## src/rtl/resp_collect_pkg.sv

```systemverilog
// Shared FSM state encoding and default MISR constants for the response collector.
package resp_collect_pkg;

  typedef enum logic [1:0] {
    ST_IDLE  = 2'd0,
    ST_RUN   = 2'd1,
    ST_CHECK = 2'd2,
    ST_DONE  = 2'd3
  } state_t;

  localparam logic [31:0] DEF_POLY = 32'h04C11DB7;
  localparam logic [31:0] DEF_SEED = 32'h0000_0000;

endpackage

```

## src/rtl/resp_misr_collector_misr_step.sv

```systemverilog
// misr_step: one MISR compaction step (shift left, conditional POLY feedback, XOR in data).
// Purely combinational; usable by a reference model as well as the collector.
module misr_step #(
  parameter int               W    = 32,
  parameter logic [W-1:0]     POLY = '0
) (
  input  logic [W-1:0] sig,
  input  logic [W-1:0] data,
  output logic [W-1:0] next
);

  assign next = {sig[W-2:0], 1'b0} ^ (sig[W-1] ? POLY : '0) ^ data;

endmodule

```

## src/rtl/resp_misr_collector.sv

```systemverilog
// Response MISR collector: compacts VEC_LENGTH beats, then checks against golden_sig (RESP_VEC_COMPARE_EN adds per-beat compare).
// Latency: one beat per cycle in RUN; done/pass valid two cycles after the last accepted beat.
// Backpressure: resp_ready only in RUN; beats offered outside RUN are dropped, never buffered.
module resp_misr_collector
  import resp_collect_pkg::*;
#(
  parameter int                   OUT_WIDTH  = 32,
  parameter int                   VEC_LENGTH = 7,
  parameter logic [OUT_WIDTH-1:0] POLY       = DEF_POLY[OUT_WIDTH-1:0],
  parameter logic [OUT_WIDTH-1:0] SEED       = DEF_SEED[OUT_WIDTH-1:0],
  localparam int                  CW         = $clog2(VEC_LENGTH + 1)
) (
  input  logic                 clk,
  input  logic                 rst,
  input  logic                 start,
  input  logic                 resp_valid,
  input  logic [OUT_WIDTH-1:0] resp_data,
  output logic                 resp_ready,
  input  logic [OUT_WIDTH-1:0] golden_sig,
  output logic                 busy,
  output logic                 done,
  output logic                 pass,
  output logic [OUT_WIDTH-1:0] signature,
  output logic [CW-1:0]        vec_count
`ifdef RESP_VEC_COMPARE_EN
  ,
  input  logic [OUT_WIDTH-1:0] exp_data,
  output logic [CW-1:0]        mismatch_cnt,
  output logic [CW-1:0]        first_fail_idx
`endif
);

  state_t               state;
  logic [OUT_WIDTH-1:0] sig_next;
  logic                 accept;

  misr_step #(
    .W    (OUT_WIDTH),
    .POLY (POLY)
  ) u_step (
    .sig  (signature),
    .data (resp_data),
    .next (sig_next)
  );

  // Handshake outputs decode from state only, so there is no input-to-output path.
  assign resp_ready = (state == ST_RUN);
  assign busy       = (state == ST_RUN) || (state == ST_CHECK);
  assign done       = (state == ST_DONE);
  assign accept     = resp_valid && resp_ready;

  always_ff @(posedge clk) begin
    if (rst) begin
      state          <= ST_IDLE;
      signature      <= SEED;
      vec_count      <= '0;
      pass           <= 1'b0;
`ifdef RESP_VEC_COMPARE_EN
      mismatch_cnt   <= '0;
      first_fail_idx <= '0;
`endif
    end else begin
      case (state)
        ST_IDLE, ST_DONE: begin
          if (start) begin
            state          <= ST_RUN;
            signature      <= SEED;
            vec_count      <= '0;
            pass           <= 1'b0;
`ifdef RESP_VEC_COMPARE_EN
            mismatch_cnt   <= '0;
            first_fail_idx <= '0;
`endif
          end
        end
        ST_RUN: begin
          if (accept) begin
            signature <= sig_next;
            vec_count <= vec_count + CW'(1);
            if (vec_count == CW'(VEC_LENGTH - 1)) begin
              state <= ST_CHECK;
            end
`ifdef RESP_VEC_COMPARE_EN
            if (resp_data != exp_data) begin
              mismatch_cnt <= mismatch_cnt + CW'(1);
              if (mismatch_cnt == '0) begin
                first_fail_idx <= vec_count;
              end
            end
`endif
          end
        end
        ST_CHECK: begin
`ifdef RESP_VEC_COMPARE_EN
          pass <= (signature == golden_sig) && (mismatch_cnt == '0);
`else
          pass <= (signature == golden_sig);
`endif
          state <= ST_DONE;
        end
        default: state <= ST_IDLE;
      endcase
    end
  end

endmodule

```

## config.mk

```make
export PLATFORM = sky130hd
export DESIGN_NAME = resp_misr_collector
export DESIGN_NICKNAME = d
export VERILOG_FILES = /design/src/rtl/resp_collect_pkg.sv /design/src/rtl/resp_misr_collector_misr_step.sv /design/src/rtl/resp_misr_collector.sv
export SDC_FILE = /design/constraint.sdc
export NUM_CORES = 1
export LEC_CHECK = 0
export BUFFER_PORTS_ARGS = -buffer_cell sky130_fd_sc_hd__clkbuf_2
export CAP_MARGIN = 25
export CORE_MARGIN = 1
export CORE_UTILIZATION = 31
export CTS_CLUSTER_DIAMETER = 60
export CTS_CLUSTER_SIZE = 10
export DETAILED_ROUTE_END_ITERATION = 10
export SYNTH_ARGS = -nofsm -noshare
export SYNTH_HDL_FRONTEND = slang
export SYNTH_SLANG_ARGS = --single-unit
```

## constraint.sdc

```tcl
create_clock -name clk -period 3.65 [get_ports clk]
set_clock_uncertainty 0.2 [all_clocks]
set_input_delay 0.365 -clock clk [delete_from_list [all_inputs] [get_ports clk]]
set_output_delay 0.365 -clock clk [all_outputs]
set_load 0.02 [all_outputs]
```

* After elaboration in Yosys (flattened, before gate mapping)
Index checks and enable logic that the tools add are counted.
** Operators by class
- Equality and inequality tests :: 8
- Bitwise logic cells :: 2
- Reduce and logical (&&, ||, !) cells :: 9
- Muxes and demuxes :: 13
- $add $sub $neg :: 1
** Operators with widths (number)
- 32-bit 2-to-1 mux :: 2
- 32-bit one-hot mux with 2 select lines :: 1
- 32-bit XOR :: 2
- 32-bit equality test :: 1
- 27-bit 2-to-1 mux :: 1
- 2-bit 2-to-1 mux :: 3
- 3-bit 2-to-1 mux :: 2
- 2-bit one-hot mux with 3 select lines :: 1
- 3-bit one-hot mux with 2 select lines :: 1
- 3-bit AND reduction :: 2
- 2-bit equality test (second input constant) :: 2
- 2-bit by 1-bit inequality test with 1-bit output (second input constant) :: 2
- 2-bit nonzero test :: 2
- 3-bit by 1-bit adder with 3-bit output (second input constant) :: 1
- 3-bit equality test (second input constant) :: 1
- 2-bit by 1-bit equality test with 1-bit output (second input constant) :: 1
- 2-bit logical NOT :: 1
- 2-bit inequality test (second input constant) :: 1
- 1-bit one-hot mux with 2 select lines :: 1
- 2-bit AND reduction :: 1
- 2-bit OR reduction :: 1
- 1-bit logical AND :: 1
- 1-bit logical OR :: 1
- 1-bit 2-to-1 mux :: 1
** Storage, ports and cells
- Bits of input ports :: 68
- Register bits :: 38
- Word-level logic and storage cells :: 37
- Output and inout port bits :: 39

* Depth between registers and ports, before layout
Gate-level depths: netlist (run 1).
- Depth after elaboration :: 5
- Mapped depth :: 8
- Gate-level depth less buffers :: 7

* By module
A second synthesis (run 1) with hierarchy kept.
** Unflattened totals
- Cell total of the unflattened synthesis :: 226
- Area total of the unflattened synthesis :: 2285.9 um2
** Modules (own cells, without submodules)
- resp_misr_collector :: area each 1780.5 um2, cells an instance 193, times used 1
- misr_step :: area each 505.5 um2, cells an instance 33, times used 1

* Worst setup path before layout (run 1)
No wires, ideal clock.
- Path type :: reg-to-reg
- From :: reg state[0]
- To :: reg signature[26]
- Cell stages (with the launch flop) :: 9
- Library setup time :: 128 ps
- Path slack :: 1825 ps
- Buffers on the path :: 2
- Data required time :: 3322 ps
- Arrival :: 1497 ps
- Cell sequence :: dfxtp_1 > inv_1 > ha_1 > nand2b_2 > and3_1 > buf_2 > buf_6 > a22oi_1 > nor2_1
** On the way
- Longest elaborated chain between the ends :: 4
- Elaborated cells on any way between the ends :: 10
- Those cells by class :: 4 x eq/ne; 1 x mux; 5 x reduce/logical
** RTL lines
- from (decl) :: line resp_misr_collector.sv:33 : state_t state;
- from (signal assigned) :: line resp_misr_collector.sv:54 : state <= ST_IDLE;
- from (signal assigned) :: line resp_misr_collector.sv:66 : state <= ST_RUN;
- from (signal assigned) :: line resp_misr_collector.sv:81 : state <= ST_CHECK;
- 2-bit equality test (tied with other cells) :: line resp_misr_collector.sv:63 : case (state)
- 2-bit OR reduction / 1-bit logical AND (equally long branches) :: line resp_misr_collector.sv:63, resp_misr_collector.sv:50
- 2-bit inequality test (no source line) (tied with other cells)
- 3-bit AND reduction (no source line)
- to (signal assigned) :: line resp_misr_collector.sv:78 : signature <= sig_next;
- to (decl) :: line resp_misr_collector.sv:23 : output logic [OUT_WIDTH-1:0] signature,
Parallel ways exist; a longest one is shown, timed or not.
A chain may end at the register's enable or synchronous reset.

* Worst setup path in the final report (run 1)
- From :: reg signature[31]
- To :: out signature[31]
No word-level cell between the ends.

==> reports/results.ini, run 1 <==
[worst_setup_path]
worstPathRequired_ns = 3.08
worstRegToRegCells = 8
path_class = flop to output pin
crit_buf_inv = 1
crit_cells = 1
r2r_setup_slack_ns = 1.58
crit_family = flip-flops
cp-end-kind = output pin
setup.worst_path.start_class = flop
crit_fanout = 17
arrival_ns = 1.58
path_cells = clkbuf_2
cp_slowest_cell = dfxtp_1
critPathMaxStageDelay_ns = 0.98

[clock_tree]
insertion_delay_ns = 0.29
cts_made_buffers = 5
clkTransAtPathRegs_ns = 0.07
cts_resized = 0
holdBufCountCts = 0
clock_path_buffers = 2
cts_max_level = 2
tritoncts = done
clock-sinks = 38
cts-root-buf = clkbuf_8
post_cts_buffers = 0

[synthesis]
synth.top_cell.area_share_pct = 34.8
synthSimpleGateAreaFrac_pct = 12.3
synth.avg_cell_area_sq_um = 9.18
synthXorXnorAreaFrac_pct = 31.3
synthTopCellsByArea = dfxtp_1, xnor2_1, a22oi_1
synth_mux_area_share_pct = 0.458
synthAdderAreaFrac_pct = 3.44
synth_edf_count = 0
synth_most_common_cell = xnor2_1
yosysSeqAreaShare_pct = 34.8
yosysTopAreaCell = dfxtp_1
ys_types = 24
synth_common_cells = xnor2_1, dfxtp_1, nor2_1
synth.net_count = 312
netlist_instances = 238
synth_top_family_by_area = XOR/XNOR gates
synth-compound-area-share_pct = 12.9
yosys_register_bits = 38
async_flop_share_pct = 0
syn_area_sq_um = 2180
ys_warn_count = 0
synth_flop_cell = dfxtp_1

[placed_design]
dp_hpwl_um = 4420
place_area_sq_um = 2770
place.gp.congestion = 0.807
dp_slack_ns = 1.59
io_buffer_count = 106

[timing]
finalHoldViolCount = 0
maxSlewHeadroom_pct = 33.5
worst_slew_pin_slew_ns = 0.996
setup_tns_ns = 0
worst_slack_ns = 1.50
rsz0062_at_grt = no
fmax_mhz = 466
maxSlewViolCount = 0
fin_crit_ns = 2.15
setup_viol = 0
post-route-period-util_pct = 58.9

[cells_and_area]
drive_gt1_share_pct = 34.3
design_area_sq_um = 2860
areaGrowthSynthToFinish_pct = 30.9
fin_nets = 414
n_fill_cell = 704
num_antenna_cells = 0

[route]
wirelength_um = 5840
viasPerCell = 4.62
drtIter0Drc = 109
drc = 0
ant_nets = 0
drt_pass1_iterations = 4
wl_per_cell_um = 13.4
vias = 2018

[floorplanning]
dieWidth_um = 85.9
rows = 30
start_util_pct = 32.2
die_area_sq_um = 7390
die_h_um = 85.9
core-area_sq_um = 6790
ios = 107

[power]
ir_worst_vdd_uv = 234
powerDensity_nw_per_um2 = 517
p_leak_nw = 1.28

[run]
maxCapViolations = 0

[global_routing]
gr-usage-all-layers_pct = 15.8
grt_pass1_wl_um = 9060
grt_max_degree = 40
grt_pass1_vias = 1814
gr-total-overflow = 0
antenna_found_initial = 0

[hold_path]
min_path_cells = 4
hp-class = input pin to flop

[status]
status = finished clean

==> worst reg2reg max path, stage by stage, from the launching register on <==
cell	delay (ns)
dfxtp_1	0.40
inv_1	0.07
ha_1	0.38
nand2b_2	0.11
o211ai_2	0.08
buf_4	0.37
nor2_1	0.11
xnor2_1	0.13
nor3_1	0.15
==> through the flow <==
| step | std cells | total power, mW | hold WS (ns) | utilization (%) |
|---|---|---|---|---|
| 3_3_place_gp | 429 | 1.18 | 0.290 | 40.8 |
| 6_report | 437 | 1.48 | 0.230 | 42.1 |
| 4_1_cts | 437 | 1.49 | 0.225 | 42.1 |
| 5_1_grt | 437 | 1.58 | 0.251 | 42.1 |
| 3_5_place_dp | 429 | 1.19 | 0.286 | 40.8 |
| 2_1_floorplan | 238 | 1.01 | 0.310 | - |
==> registers in the layout, summed over array words and instances, names as in the netlist <==
register	count
state	2
pass	1
signature	32
vec_count	3
==> per-layer routing <==
layer  vias up  global-route usage, %  share of wire [%]
li1       1009                      -                  -
met1       940                   21.2                 45
met2        63                   25.4                 48
met3         6                   3.08                5.2
met4         0                   5.00                1.5
met5         -                      0                  0
==> path summary, 6_finish.rpt <==
path / endpoint / from
setup reg to reg: vec_count[2] / state[0]
setup / recovery: signature[31] / signature[31]
hold reg to reg: pass / pass
hold / removal: vec_count[2] / start
==> cell usage in the layout (no fill, tap or decap) <==
| cell | count |
|---|---|
| nor2_1 | 38 |
| buf_4 | 2 |
| nand3_1 | 2 |
| nor3_1 | 2 |
| a22oi_1 | 33 |
| xnor2_1 | 56 |
| nand2b_1 | 1 |
| clkinv_2 | 1 |
| ha_1 | 6 |
| a211oi_1 | 2 |
| nor4_1 | 2 |
| inv_1 | 6 |
| nand4_1 | 7 |
| nand4b_1 | 2 |
| nand2b_2 | 1 |
| nand2_1 | 3 |
| clkbuf_1 | 1 |
| o211ai_2 | 1 |
| dfxtp_1 | 38 |
| clkbuf_8 | 6 |
| clkbuf_2 | 106 |
| a21boi_0 | 1 |
| xor2_1 | 22 |
| and3_1 | 1 |
| mux2i_1 | 1 |
==> cell families (layout without fill, tap and decap cells) <==
logic type / after synthesis / after routing
XOR/XNOR: 78 / 78
AND/OR/NAND/NOR: 59 / 59
flip-flops: 38 / 38
AO/OA/AOI/OAI: 37 / 37
buffers and inverters: 19 / 122
adder cells (fa/ha/maj): 6 / 6
multiplexers: 1 / 1
==> report_power, final <==
part | internal (mW) | switching (mW) | total, mW
logic | 0.244 | 0.394 | 0.638
clock network | 0.152 | 0.144 | 0.297
registers | 0.466 | 0.0778 | 0.544
total | 0.863 | 0.616 | 1.48
==> layout make-up <==
type	instances	area, sq um	share of cell area (%)
Clock inverter	1	5.00	0.175
Multi-Input combinational cell	181	1320	46.2
Clock buffer	7	86.3	3.02
Timing Repair Buffer	108	546	19.1
Sequential cell	38	761	26.6
Tap cell	96	120	4.20
Inverter	6	22.5	0.787
Power figures use the tool's default switching activity.
==> run 2, diff against run 1 <==
clock period = 1.8 ns   (was 3.65 ns; I/O delays follow)
==> reports/results.ini, run 2 (same netlist as run 1, synthesis figures left out) <==
[worst_setup_path]
cp-end-kind = flop
path_class = flop to flop
reg2reg_from = state[0]
cp_slowest_cell = dfxtp_4
crit_buf_inv = 1  ; unchanged
critPathMaxStageDelay_ns = 0.36  ; -0.62 ns
crit_path_start = state[0]
worstPathRequired_ns = 1.78  ; -1.30 ns
arrival_ns = 1.72  ; +0.14 ns
crit_fanout = 5  ; -12
crit_family = compound AO/OA/AOI/OAI gates
setup.worst_path.start_class = flop
path_cells = inv_1, ha_4, nand2b_4, a21boi_1, nor2_1, a211oi_1

[timing]
whs_ns = 0.0453  ; -0.185 ns
fin_crit_ns = 1.74
maxSlewViolCount = 0  ; unchanged
maxSlewHeadroom_pct = 72.9  ; +39 points
worst_slew_pin_slew_ns = 0.406  ; -0.591 ns
finalHoldViolCount = 0  ; unchanged
setup_viol = 0  ; unchanged
fmax_mhz = 576
post-route-period-util_pct = 96.5

[clock_tree]
cts-root-buf = clkbuf_8
cts_max_level = 2  ; unchanged
tritoncts = done
insertion_delay_ns = 0.29  ; about the same
holdBufCountCts = 0  ; unchanged
clkTransAtPathRegs_ns = 0.07  ; about the same
clock_path_buffers = 2  ; unchanged
clock-sinks = 38  ; unchanged
cts_made_buffers = 5  ; unchanged

[route]
viasPerCell = 4.57  ; -1.0%
drtIter0Drc = 60  ; -45%
drt_pass1_iterations = 4  ; unchanged
wirelength_um = 5910  ; +1.2%
drc = 0  ; unchanged
ant_nets = 0  ; unchanged
wl_per_cell_um = 13.2  ; -1.0%
vias = 2043  ; +1.2%

[power]
ir_worst_vdd_uv = 377  ; +61%
p_seq_share_pct = 33.6  ; -3.2 points
power.internal_mw = 1.92  ; +120%
clkPwrFrac_pct = 17.0  ; -3.1 points
power_frac_comb_pct = 49.4  ; +6.2 points
p_leak_nw = 1.34  ; +4.9%
powerDensity_nw_per_um2 = 1080  ; +110%
switchingPower_mw = 1.32  ; +110%
power_switching_share_pct = 40.7  ; -0.93 points

[cells_and_area]
largest_register_ffs = 32  ; unchanged
top_register = signature
areaGrowthSynthToFinish_pct = 37.7
reg.largest.list = signature x32, vec_count x3, state x2
layout.cells.most_common_list = clkbuf_2, xnor2_1, nor2_1
fin_nets = 425  ; +2.7%
n_fill_cell = 701  ; -0.43%
drive_gt1_share_pct = 38.2  ; +3.9 points
final_common_cell = clkbuf_2
num_antenna_cells = 0  ; unchanged
final_core_util_pct = 44.3  ; +2.2 points

[status]
status = finished clean

[floorplanning]
die_area_sq_um = 7390  ; unchanged
dieWidth_um = 85.9  ; unchanged
start_util_pct = 32.2  ; unchanged
core-area_sq_um = 6790  ; unchanged
rows = 30  ; unchanged
die_h_um = 85.9  ; unchanged
ios = 107  ; unchanged

[hold_path]
min_from = start
hp-class = input pin to flop

[global_routing]
grt_max_degree = 39  ; -2.5%
grt_pass1_wl_um = 8930  ; -1.4%
gr-usage-all-layers_pct = 15.9  ; +0.094 points
grt_pass1_vias = 1849  ; +1.9%
antenna_found_initial = 0  ; unchanged
gr-total-overflow = 0  ; unchanged

[placed_design]
place.gp.congestion = 0.813  ; +0.71%
dp_hpwl_um = 4570  ; +3.5%
io_buffer_count = 106  ; unchanged

[run]
maxCapViolations = 0  ; unchanged

## run 2: cell types whose count changed in the layout (fill, tap and decap cells not counted), moves of 2 or more
cell	previous run	this run
a22oi_2	0	3
ha_1	6	4
a22oi_1	33	30
buf_4	2	9
dfxtp_1	38	36
buf_6	0	2
## run 2: layout make-up
| cell class | instances | area (sq um) | area share [%] |
|---|---|---|---|
| clock buffer | 7 | 76.3 | 2.54 |
| inverter | 6 | 22.5 | 0.748 |
| multi-input combinational | 181 | 1370 | 45.5 |
| timing repair buffer | 119 | 656 | 21.8 |
| tap | 96 | 120 | 3.99 |
| sequential | 38 | 766 | 25.4 |
## run 2: metal layers
metal  up-vias  GRT usage (%)  part of all wire (%)  wire length [um]
li1       1025              -                     -                 -
met1       939           20.2                    46              2740
met2        73           26.8                    47              2790
met3         6           3.66                   5.2               310
met4         0           4.55                   1.0                60
met5         -              0                     0                 0
## run 2: power by group through the flow
| stage | combinational (mW) | sequential, mW | clock, mW |
|---|---|---|---|
| after floorplan | 0.904 | 1.18 | 0 |
| after global placement | 1.46 | 1.10 | 0 |
| after detailed placement | 1.48 | 1.10 | 0 |
| after CTS | 1.48 | 1.09 | 0.575 |
| after global routing | 1.75 | 1.11 | 0.600 |
| final | 1.61 | 1.09 | 0.550 |
## run 2: timing repair
item,CTS,global route
setup endpoints to repair,36,35
resized for setup,3,12
cloned,0,0
hold endpoints to repair,0,0
pin swaps,0,1
setup buffers,0,2
## run 2: final timing paths
kind / end / cells after the start / slack, ns
setup / recovery: state[1] / 6 / 0.06
setup reg to reg: state[1] / 6 / 0.06
hold reg to reg: pass / 2 / 0.30
hold / removal: vec_count[2] / 4 / 0.05
## run 2: worst reg2reg max path: stages (launching register included)
cell	delay (ns)
dfxtp_4	0.36
inv_1	0.07
ha_4	0.25
nand2b_4	0.10
a21boi_1	0.31
nor2_1	0.07
a211oi_1	0.26
## run 2: per-stage QoR
step / instance area, sq um / worst slack, ns / total power, mW / TNS, ns / std cells
after floorplan: 2200 / 0.0267 / 2.08 / 0 / 238
after global routing: 3010 / -0.0146 / 3.45 / -0.0955 / 447
after detailed placement: 2860 / -0.112 / 2.58 / -1.24 / 438
after CTS: 2940 / 0.00447 / 3.15 / 0 / 445
after global placement: 2860 / 0.0214 / 2.56 / 0 / 438
final: 3010 / 0.0626 / 3.25 / 0 / 447
